[src/rtl/timebase_ctrl_if.sv]
// Output bundle of the stopwatch timebase controller.
//   tick  : one-cycle pulse at the tick rate while running
//   clr   : one-cycle pulse that zeroes the downstream BCD digits
//   run   : high while the FSM is in RUNNING
//   state : FSM encoding, STOPPED=00 RUNNING=01 PAUSED=10
// master drives the bundle (timebase_ctrl); slave consumes it (BCD counter).
interface timebase_ctrl_if;
    logic       tick;
    logic       clr;
    logic       run;
    logic [1:0] state;

    modport master (output tick, clr, run, state);
    modport slave  (input  tick, clr, run, state);
endinterface

[src/rtl/timebase_ctrl.sv]
// Stopwatch timebase: debounces start/stop and clear pushbuttons, runs a
// STOPPED/RUNNING/PAUSED FSM and divides CLOCK_50 down to a tick pulse.
//   CLOCK_50 : sole clock, rising edge
//   KEY[0]   : asynchronous active-low reset
//   KEY[1]   : start/stop pushbutton (active-low)
//   KEY[2]   : clear pushbutton (active-low)
//   KEY[3]   : unused
//   bus      : registered outputs tick/clr/run/state (timebase_ctrl_if.master)
module timebase_ctrl #(
    parameter int CLK_HZ          = 50000000,
    parameter int TICK_HZ         = 1,
    parameter int DEBOUNCE_CYCLES = 1000000
) (
    input  logic             CLOCK_50,
    input  logic [3:0]       KEY,
    timebase_ctrl_if.master  bus
);
    localparam int DIV = CLK_HZ / TICK_HZ;
    localparam int PW  = (DIV > 1) ? $clog2(DIV) : 1;
    localparam int DBW = $clog2(DEBOUNCE_CYCLES + 1);

    localparam logic [PW-1:0]  PRE_LAST = PW'(DIV - 1);
    localparam logic [DBW-1:0] CNT_LAST = DBW'(DEBOUNCE_CYCLES - 1);

    localparam logic [1:0] ST_STOPPED = 2'b00;
    localparam logic [1:0] ST_RUNNING = 2'b01;
    localparam logic [1:0] ST_PAUSED  = 2'b10;

    logic w_rst_n;
    logic w_unused_key3;
    assign w_rst_n       = KEY[0];
    assign w_unused_key3 = KEY[3];

    // Key path, bit 0 = start/stop (KEY[1]), bit 1 = clear (KEY[2]).
    logic [1:0]          r_sync1, r_sync2;
    logic [1:0]          r_deb, r_deb_d;
    logic [1:0]          r_armed;
    logic [1:0]          r_press;
    logic [1:0][DBW-1:0] r_cnt;
    // Fills with ones over the first two cycles after reset so the
    // synchronizer holds a genuine KEY sample before arming is decided.
    logic [1:0]          r_flush;

    always_ff @(posedge CLOCK_50 or negedge w_rst_n) begin
        if (!w_rst_n) begin
            r_sync1 <= '1;
            r_sync2 <= '1;
            r_deb   <= '1;
            r_deb_d <= '1;
            r_armed <= '0;
            r_press <= '0;
            r_cnt   <= '0;
            r_flush <= '0;
        end else begin
            r_flush <= {r_flush[0], 1'b1};
            r_sync1 <= KEY[2:1];
            r_sync2 <= r_sync1;
            r_deb_d <= r_deb;
            // A key is armed only once it has been seen released after
            // reset, so a button held through reset release is ignored
            // until it is let go and pressed again.
            r_press <= r_armed & r_deb_d & ~r_deb;
            for (int k = 0; k < 2; k++) begin
                if (r_sync2[k] == r_deb[k]) begin
                    r_cnt[k] <= '0;
                end else if (r_cnt[k] == CNT_LAST) begin
                    r_cnt[k] <= '0;
                    r_deb[k] <= r_sync2[k];
                end else begin
                    r_cnt[k] <= r_cnt[k] + 1'b1;
                end
                if (r_flush[1] && r_deb[k] && r_sync2[k])
                    r_armed[k] <= 1'b1;
            end
        end
    end

    logic w_ss_evt, w_clr_evt;
    assign w_ss_evt  = r_press[0];
    assign w_clr_evt = r_press[1];

    logic [1:0]    r_state;
    logic [PW-1:0] r_pre;
    logic          r_tick, r_clr, r_run;

    // Priority: clear, then start/stop, then prescaler counting. A state
    // change on the wrap cycle therefore suppresses that tick and the
    // prescaler keeps DIV-1, wrapping on the first cycle after resume.
    always_ff @(posedge CLOCK_50 or negedge w_rst_n) begin
        if (!w_rst_n) begin
            r_state <= ST_STOPPED;
            r_pre   <= '0;
            r_tick  <= 1'b0;
            r_clr   <= 1'b0;
            r_run   <= 1'b0;
        end else begin
            r_tick <= 1'b0;
            r_clr  <= 1'b0;
            if (w_clr_evt) begin
                r_state <= ST_STOPPED;
                r_pre   <= '0;
                r_clr   <= 1'b1;
                r_run   <= 1'b0;
            end else if (w_ss_evt) begin
                case (r_state)
                    ST_STOPPED: begin r_state <= ST_RUNNING; r_run <= 1'b1; end
                    ST_RUNNING: begin r_state <= ST_PAUSED;  r_run <= 1'b0; end
                    ST_PAUSED:  begin r_state <= ST_RUNNING; r_run <= 1'b1; end
                    default:    begin r_state <= ST_STOPPED; r_run <= 1'b0; end
                endcase
            end else if (r_state == ST_RUNNING) begin
                if (r_pre == PRE_LAST) begin
                    r_pre  <= '0;
                    r_tick <= 1'b1;
                end else begin
                    r_pre <= r_pre + 1'b1;
                end
            end else if (r_state == ST_STOPPED) begin
                r_pre <= '0;
            end
        end
    end

    assign bus.tick  = r_tick;
    assign bus.clr   = r_clr;
    assign bus.run   = r_run;
    assign bus.state = r_state;
endmodule

[src/flat_wrapper.sv]
// flat-port wrapper written by rule: the top's interface ports become plain ports
module timebase_ctrl_flat 
#(
    parameter int CLK_HZ          = 50000000,
    parameter int TICK_HZ         = 1,
    parameter int DEBOUNCE_CYCLES = 1000000
)
  (CLOCK_50, KEY, bus_tick, bus_clr, bus_run, bus_state);
  timebase_ctrl_if bus_i ();
  input  logic CLOCK_50;
  input  logic [3:0] KEY;
  output wire logic [$bits(bus_i.tick)-1:0] bus_tick;
  output wire logic [$bits(bus_i.clr)-1:0] bus_clr;
  output wire logic [$bits(bus_i.run)-1:0] bus_run;
  output wire logic [$bits(bus_i.state)-1:0] bus_state;
  assign bus_tick = bus_i.tick;
  assign bus_clr = bus_i.clr;
  assign bus_run = bus_i.run;
  assign bus_state = bus_i.state;
  timebase_ctrl #(.CLK_HZ(CLK_HZ), .TICK_HZ(TICK_HZ), .DEBOUNCE_CYCLES(DEBOUNCE_CYCLES)) u_core (.CLOCK_50(CLOCK_50), .KEY(KEY), .bus(bus_i));
endmodule
[config.mk]
export PLATFORM = sky130hd
export DESIGN_NAME = timebase_ctrl_flat
export DESIGN_NICKNAME = d
export VERILOG_FILES = /design/src/rtl/timebase_ctrl_if.sv /design/src/rtl/timebase_ctrl.sv /design/src/flat_wrapper.sv
export SDC_FILE = /design/constraint.sdc
export NUM_CORES = 1
export LEC_CHECK = 0
export ABC_AREA = 1
export CORE_MARGIN = 1.5
export CORE_UTILIZATION = 55
export CTS_CLUSTER_SIZE = 30
export DETAILED_ROUTE_END_ITERATION = 8
export GPL_ROUTABILITY_DRIVEN = 0
export HOLD_SLACK_MARGIN = 0.06
export PLACE_DENSITY = 0.7
export SKIP_CTS_REPAIR_TIMING = 1
export SYNTH_ARGS = -nofsm -noshare
export SYNTH_HDL_FRONTEND = slang
export SYNTH_SLANG_ARGS = --single-unit
[constraint.sdc]
create_clock -name CLOCK_50 -period 1.9 [get_ports CLOCK_50]
set_input_delay 0.57 -clock CLOCK_50 [delete_from_list [all_inputs] [get_ports CLOCK_50]]
set_output_delay 0.57 -clock CLOCK_50 [all_outputs]
set_load 0.05 [all_outputs]
# Word level (Yosys, flattened, before mapping)
# Index checks and enable logic that the tools add are counted.
# W data, S select, Z words.
dict set report classes {
  n_reduce_logical 11
  mux 20
  bitwise 5
  add_sub_neg 3
  eq_ne 8
}
# op n
set ops {}
lappend ops {{$mux W26} 5}
lappend ops {{$mux W20} 4}
lappend ops {{$add A20 B1 Y20 const B} 2}
lappend ops {{$eq A20 B20 Y1 const B} 2}
lappend ops {{$add A26 B1 Y26 const B} 1}
lappend ops {{$eq A26 B26 Y1 const B} 1}
lappend ops {{$mux W1} 8}
lappend ops {{$reduce_and A2 Y1} 3}
lappend ops {{$and A2 B2 Y2} 2}
lappend ops {{$logic_and A1 B1 Y1} 4}
lappend ops {{$mux W2} 2}
lappend ops {{$pmux W2 S2} 1}
lappend ops {{$reduce_bool A3 Y1} 1}
lappend ops {{$eq A1 B1 Y1} 2}
lappend ops {{$eq A2 B1 Y1 const B} 1}
lappend ops {{$eq A2 B2 Y1 const B} 1}
lappend ops {{$logic_not A2 Y1} 1}
lappend ops {{$ne A2 B1 Y1 const B} 1}
lappend ops {{$not A1 Y1} 2}
lappend ops {{$not A2 Y2} 1}
lappend ops {{$reduce_bool A2 Y1} 1}
lappend ops {{$reduce_or A2 Y1} 1}
dict set report word_totals {
  reg_bits 85
  out_inout_bits 5
  input_bits 5
  wordCells 63
}

# Depth between registers and ports, before layout
# Gate-level depths: netlist (run 1).
dict set report logic_depth {
  ltp_word 5
  mapped_depth 10
  ltp_nobuf 10
}

# Least setup slack after synthesis (run 1)
# Ideal clock, no wire load.
dict set report synth_path {
  kind {flip-flop to flip-flop}
  startpoint {register u_core.r_state[0] (netlist: u_core.bus.state[0])}
  endpoint {register u_core.r_pre[25]}
  arrival_time_ns 1.541
  setup_slack_ns 0.291
  period_less_slack_ns 1.609
  required_ns 1.831
  path_stages_with_launch 9
  n_path_buf 1
  setup_time_ns 0.069
  path_cell_list {dfrtp_1 inv_1 nor2_1 nand2_1 o21bai_2 nand2_4 clkinv_4 buf_12 nor2_2}
}
dict set report synth_between {
  elab_chain_cells 4
  word_cells_on_any_way 7
  cone_classes {eq/ne: 1; mux: 3; reduce/logical: 3}
}
# element line_no
set synth_lines {}
lappend synth_lines {{start: declaration} timebase_ctrl.sv:82} ;# logic [1:0] r_state;
lappend synth_lines {{start signal: assignment} timebase_ctrl.sv:91} ;# r_state <= ST_STOPPED;
lappend synth_lines {{start signal: assignment} timebase_ctrl.sv:100} ;# r_state <= ST_STOPPED;
lappend synth_lines {{start signal: assignment} timebase_ctrl.sv:106} ;# ST_STOPPED: begin r_state <= ST_RUNNING; r_run <= 1'b1; end
lappend synth_lines {{$eq A2 B1 Y1} timebase_ctrl.sv:111} ;# end else if (r_state == ST_RUNNING) begin
lappend synth_lines {{$mux W26} timebase_ctrl.sv:111}
lappend synth_lines {{$mux W26} timebase_ctrl.sv:104} ;# end else if (w_ss_evt) begin
lappend synth_lines {{$mux W26} timebase_ctrl.sv:99} ;# if (w_clr_evt) begin
lappend synth_lines {{end signal: assignment} timebase_ctrl.sv:116} ;# r_pre <= r_pre + 1'b1;
lappend synth_lines {{end: declaration} timebase_ctrl.sv:83} ;# logic [PW-1:0] r_pre;
# Several ways; a longest one is shown, not always the timed one. The select of a mux whose other input is x is not followed.
# A chain may end at the register's enable or synchronous reset.

# Worst setup path after layout (run 1)
dict set report layout_path {
  startpoint {register u_core.r_cnt[20] in the netlist's numbering}
  endpoint {register u_core.r_cnt[36] in the netlist's numbering}
}
dict set report layout_between {
  elab_chain_cells 3
  word_cells_on_any_way 4
  cone_classes {add/sub: 1; eq/ne: 1; mux: 2}
}
# element line_no
set layout_lines {}
lappend layout_lines {{start: declaration} timebase_ctrl.sv:39} ;# logic [1:0][DBW-1:0] r_cnt;
lappend layout_lines {{start signal: indexed assignment} timebase_ctrl.sv:70} ;# r_cnt[k] <= r_cnt[k] + 1'b1;
lappend layout_lines {{$add A20 B1 Y20 / $eq A20 B20 Y1 (equally long branches)} {timebase_ctrl.sv:70, timebase_ctrl.sv:66}}
lappend layout_lines {{$mux W20 (*)} timebase_ctrl.sv:66} ;# end else if (r_cnt[k] == CNT_LAST) begin
lappend layout_lines {{$mux W20 (*)} timebase_ctrl.sv:64} ;# if (r_sync2[k] == r_deb[k]) begin
# Every way passes the cells marked *; elsewhere a longest branch is shown, timed or not.

==> results_dict.tcl, run 1 <==
set metrics [dict create \
    vias 3716 \
    cp-start-kind "flop" \
    finalClockSkew_ns 0.0171 \
    worstSetupEndpointType "flop" \
    clk_latency_ns 0.36 \
    synth-seq-cells 85 \
    dieWidth_um 93.4 \
    ys_top_cells_by_area "dfrtp_1, nand2_1, nor2_1" \
    drv_cap 0 \
    crit_buf_inv 0 \
    drc 0 \
    grt_util_met2_pct 41.2 \
    crit_type "reg -> reg" \
    cts_tree "yes" \
    grtUsageMet1_pct 31.0 \
    critPathRequiredTime_ns 2.16 \
    drv_slew 0 \
    die_h_um 93.4 \
    crit_arrival_ns 1.93 \
    timing.final.ws_setup_ns 0.226 \
    row_count 32 \
    met3_usage_pct 4.23 \
    netlist_area_mm2 0.00450 \
    gr-total-overflow 0 \
    fmax_ghz 0.597 \
    startpoint "u_core.r_cnt[20]" \
    synth_area_per_cell_um2 7.62 \
    nFillCells 706 \
    port_buffers 8 \
    synth_top_cell_by_area "dfrtp_1" \
    hold_violations 0 \
    crit_top_cell "nand3_1" \
    wl_per_cell_um 12.6 \
    cp_slowest_cell "dfrtp_1" \
    grt_pass1_vias 3687 \
    clkTransAtPathRegs_ns 0.10 \
    cts_max_level 3 \
    outcome "finished, final reports clean" \
    yosysSeqAreaShare_pct 47.5 \
    critical_path.top_delay_family "simple AND/OR/NAND/NOR gates" \
    synth_cell_types 32 \
    dr.pass1.iters 5 \
    ir_drop_uv 493 \
    drive_gt1_share_pct 10.8 \
    finalSetupTns_ns 0 \
    track_usage_pct 24.0 \
    dieArea_mm2 0.00873 \
    final_nets 621 \
    path_max_fanout 5 \
    area_delta_synth_final_pct 10.4 \
    period_share_pct 88.1 \
    io_pins 10 \
    fin_util_pct 63.5 \
    path_cells "ha_1 -> nand3_1 -> nor3_1 -> nand3_1 -> or2_2 -> nand2_1 -> nor2_1" \
    vias_per_cell 5.16 \
    layout_min_cycle_time_ns 1.67 \
    antenna_found_initial 0 \
    layout_commonest_cell "nand2_1" \
    cellPowerDensity_mw_per_mm2 678 \
    start_util_pct 57.6 \
    rsz0062_at_grt "no" \
    ant_nets 0 \
    grt_max_degree 42 \
    synthesis.nets 598 \
    core_mm2 0.00781 \
    ys_warn_count 0 \
    final_cell_mix "nand2_1, nor2_1, inv_1" \
    n_antenna_cell 0 \
    cts_buffers 9 \
    crit_path_max_incr_delay_ns 0.38 \
    post-place-ws_ns 0.202 \
    clkSinkCount 85 \
    top_usage_layer "met2" \
    drt_iter0_markers 256 \
    rr_startpoint "u_core.r_cnt[20]" \
    leakage_uw 0.00223 \
    yosys.area.top_type_share_pct 42.9 \
    grt_pass1_wl_mm 16.5 \
    ctsLongestPathBuffers 2 \
    dp_hpwl_mm 6.78 \
    setup_viol 0 \
    synthCells 590 \
    drt_wl_total_mm 9.10 \
    clockRootBuffer "clkbuf_8" \
    hold_class "in -> async" \
]
-- synth_stat cells (all sizes together) --
| library cell | count |
|---|---|
| or2 | 2 |
| o21ai | 12 |
| nand2 | 134 |
| ha | 3 |
| nand3 | 37 |
| nand4 | 21 |
| a21oi | 13 |
| inv | 82 |
| o21bai | 2 |
| nand3b | 2 |
| conb | 1 |
| nor3b | 1 |
| nor3 | 17 |
| nor4 | 1 |
| clkinv | 1 |
| xnor2 | 6 |
| dfrtp | 77 |
| a31o | 2 |
| nor2 | 143 |
| dfstp | 8 |
| xor2 | 21 |
| a21boi | 1 |
| buf | 3 |
-- final cells by class --
cell class,instances,area (um2),area share [%]
Clock buffer,9,124,2.50
Clock inverter,7,98.8,1.99
Inverter,83,317,6.38
Multi-Input combinational cell,419,2010,40.6
Sequential cell,85,2140,43.1
Tap cell,102,128,2.57
Timing Repair Buffer,15,143,2.88
-- flip-flops by register name, indices dropped and copies added, names as in the netlist --
signal and count:
u_core.r_press 2, u_core.r_pre 26, u_core.r_armed 2, u_core.r_deb 2, u_core.r_cnt 40, u_core.bus.clr 1, u_core.r_flush 2, u_core.r_sync1 2
u_core.bus.run 1, u_core.bus.tick 1, u_core.bus.state 2, u_core.r_sync2 2, u_core.r_deb_d 2
-- through the flow --
stage	cell area, um2	power [uW]	hold WS, ns	cells
4_1_cts	4960	3390	0.0995	720
6_report	4960	3360	0.0889	720
5_1_grt	4960	3470	0.111	720
3_3_place_gp	4730	1970	0.336	704
2_1_floorplan	4500	1910	0.274	590
3_5_place_dp	4730	1970	0.347	704
-- worst register-to-register path, cell delays in order (launching register included) --
cell and delay [ns]:
dfrtp_1 0.38, ha_1 0.20, nand3_1 0.17, nor3_1 0.27, nand3_1 0.17, or2_2 0.30, nand2_1 0.06, nor2_1 0.04
-- cells by family (layout without fill, tap and decap cells) --
group	count (synthesis)	after routing	synth area share [%]
xor gates and xnor gates	27	27	5.26
adders and majority gates	3	3	0.835
other	1	1	0.0834
AOI/OAI and AO/OA	30	30	3.76
and+or+nand+nor	358	358	34.8
DFF	85	85	47.5
buffers and inverters	86	114	7.77
-- where the power goes --
part	switching, uW	internal (uW)
Combinational	64.4	29.5
Sequential	11.4	1830
Clock	684	747
-- worst paths after layout --
check / slack, ns / depth (start not counted) / to
worst max-delay path: 0.23 / 7 / u_core.r_cnt[36]
worst min-delay path: 0.09 / 1 / u_core.r_pre[23]
worst max register to register: 0.23 / 7 / u_core.r_cnt[36]
worst min register to register: 0.36 / 0 / u_core.r_sync2[0]
max in group asynchronous: 1.21 / 2 / u_core.r_sync1[0]
min in group CLOCK_50: 0.36 / 0 / u_core.r_sync2[0]
-- per-layer routing --
| metal | share of wire, % | up-vias | wire length, um |
|---|---|---|---|
| li1 | - | 1890 | - |
| met1 | 46 | 1754 | 4230 |
| met2 | 49 | 63 | 4460 |
| met3 | 3.4 | 9 | 306 |
| met4 | 1.2 | 0 | 112 |
| met5 | 0 | - | 0 |
No activity file was read; power rests on OpenSTA's default activity.
==> run 2, diff against run 1 <==
--- a/config.mk
+++ b/config.mk
@@ -12,6 +12,7 @@
 export DETAILED_ROUTE_END_ITERATION = 8
 export GPL_ROUTABILITY_DRIVEN = 0
 export HOLD_SLACK_MARGIN = 0.06
+export MAX_ROUTING_LAYER = met4
 export PLACE_DENSITY = 0.7
 export SKIP_CTS_REPAIR_TIMING = 1
 export SYNTH_ARGS = -nofsm -noshare
==> results_dict.tcl, run 2 (synthesis results as in run 1) <==
set metrics [dict create \
    layout_min_cycle_time_ns 1.72 \
    cellPowerDensity_mw_per_mm2 679 \
    fmax_ghz 0.581 \
    clkSinkCount 85 \
    drt_wl_total_mm 9.10 \
    p_total_uw 3370 \
    period_share_pct 90.6 \
    layout_commonest_cell "nand2_1" \
    start_util_pct 57.6 \
    leakage_uw 0.00223 \
    path_max_fanout 5 \
    grt_pass1_wl_mm 16.5 \
    regMostFlops "u_core.r_cnt" \
    clkTransAtPathRegs_ns 0.10 \
    multi_input_area_mm2 0.00201 \
    setup_viol 0 \
    row_count 32 \
    vias 3729 \
    fin_util_pct 63.5 \
    outcome "finished, final reports clean" \
    gr-total-overflow 0 \
    drive_gt1_share_pct 10.8 \
    dr.pass1.iters 5 \
    final_cell_area_mm2 0.00496 \
    largestRegisters "u_core.r_cnt: 40 flops, u_core.r_pre: 26 flops" \
    wl_per_cell_um 12.6 \
    io_pins 10 \
    vias_per_cell 5.18 \
    critPathRequiredTime_ns 2.16 \
    n_antenna_cell 0 \
    cts_tree "yes" \
    largest_reg_flops 40 \
    finalSetupTns_ns 0 \
    ctsLongestPathBuffers 2 \
    nFillCells 706 \
    drt_iter0_markers 303 \
    hold_class "in -> async" \
    drv_slew 0 \
    rr_endpoint "u_core.r_cnt[36]" \
    area_delta_synth_final_pct 10.4 \
    ant_nets 0 \
    ir_drop_uv 494 \
    clockRootBuffer "clkbuf_8" \
    crit_arrival_ns 1.98 \
    rsz0062_at_grt "no" \
    finalClockSkew_ns 0.0161 \
    antenna_found_initial 0 \
    cts_buffers 9 \
    dieWidth_um 93.4 \
    cts_max_level 3 \
    die_h_um 93.4 \
    placed_area_mm2 0.00473 \
    reg2reg_slack_ns 0.18 \
    dp_hpwl_mm 6.78 \
    cp-start-kind "flop" \
    final_nets 621 \
    clk_latency_ns 0.36 \
    port_buffers 8 \
    crit_type "reg -> reg" \
    worstSetupEndpointType "flop" \
    whs_ns 0.0887 \
    seq_area_mm2 0.00214 \
    rr_startpoint "u_core.r_cnt[20]" \
    final_cell_mix "nand2_1, nor2_1, inv_1" \
    drv_cap 0 \
    dieArea_mm2 0.00873 \
    drc 0 \
    track_usage_pct 24.7 \
    grt_pass1_vias 3687 \
    core_mm2 0.00781 \
    grt_max_degree 42 \
    r2r_cells 7 \
    hold_violations 0 \
]
## run 2: metal layers
| metal | global-route usage (%) | part of all wire [%] |
|---|---|---|
| met3 | 4.23 | 2.7 |
| met4 | 7.20 | 1.4 |
| met1 | 31.0 | 47 |
| met5 | - | 0 |
| met2 | 41.2 | 49 |
## run 2: worst max path at each step
stage | from | to
global placement | u_core.r_cnt[0] | u_core.r_cnt[14]
global route | u_core.r_cnt[0] | u_core.r_cnt[16]
finish | u_core.r_cnt[20] | u_core.r_cnt[36]
floorplan | u_core.bus.state[0] | u_core.r_pre[25]
CTS | u_core.r_cnt[0] | u_core.r_cnt[14]
detailed placement | u_core.r_cnt[0] | u_core.r_cnt[14]
## run 2: layout make-up
type / instances / area share, %
flip-flops and latches: 85 / 43.1
clock inverters: 7 / 1.99
inverters: 83 / 6.38
repair buffers: 15 / 2.88
multi-input cells: 419 / 40.6
well taps: 102 / 2.57
clock buffers: 9 / 2.50
## run 2: stage by stage
| stage | instances | setup slack (ns) |
|---|---|---|
| detailed placement | 704 | 0.202 |
| floorplan | 590 | 0.291 |
| finish | 720 | 0.178 |
| CTS | 720 | 0.190 |
| global placement | 704 | 0.234 |
| global route | 720 | 0.0422 |
## run 2: critical path, cell delays in order (launching register included)
cell and delay, ns:
dfrtp_1 0.38, ha_1 0.20, nand3_1 0.17, nor3_1 0.31
nand3_1 0.17, or2_2 0.30, nand2_1 0.06, nor2_1 0.04
## run 2: power by group
part | leakage (uW) | internal [uW] | switching (uW)
sequential | 0.00115 | 1830 | 11.4
clock | 0.000110 | 747 | 686
combinational | 0.000968 | 29.5 | 64.4
total | 0.00223 | 2600 | 762
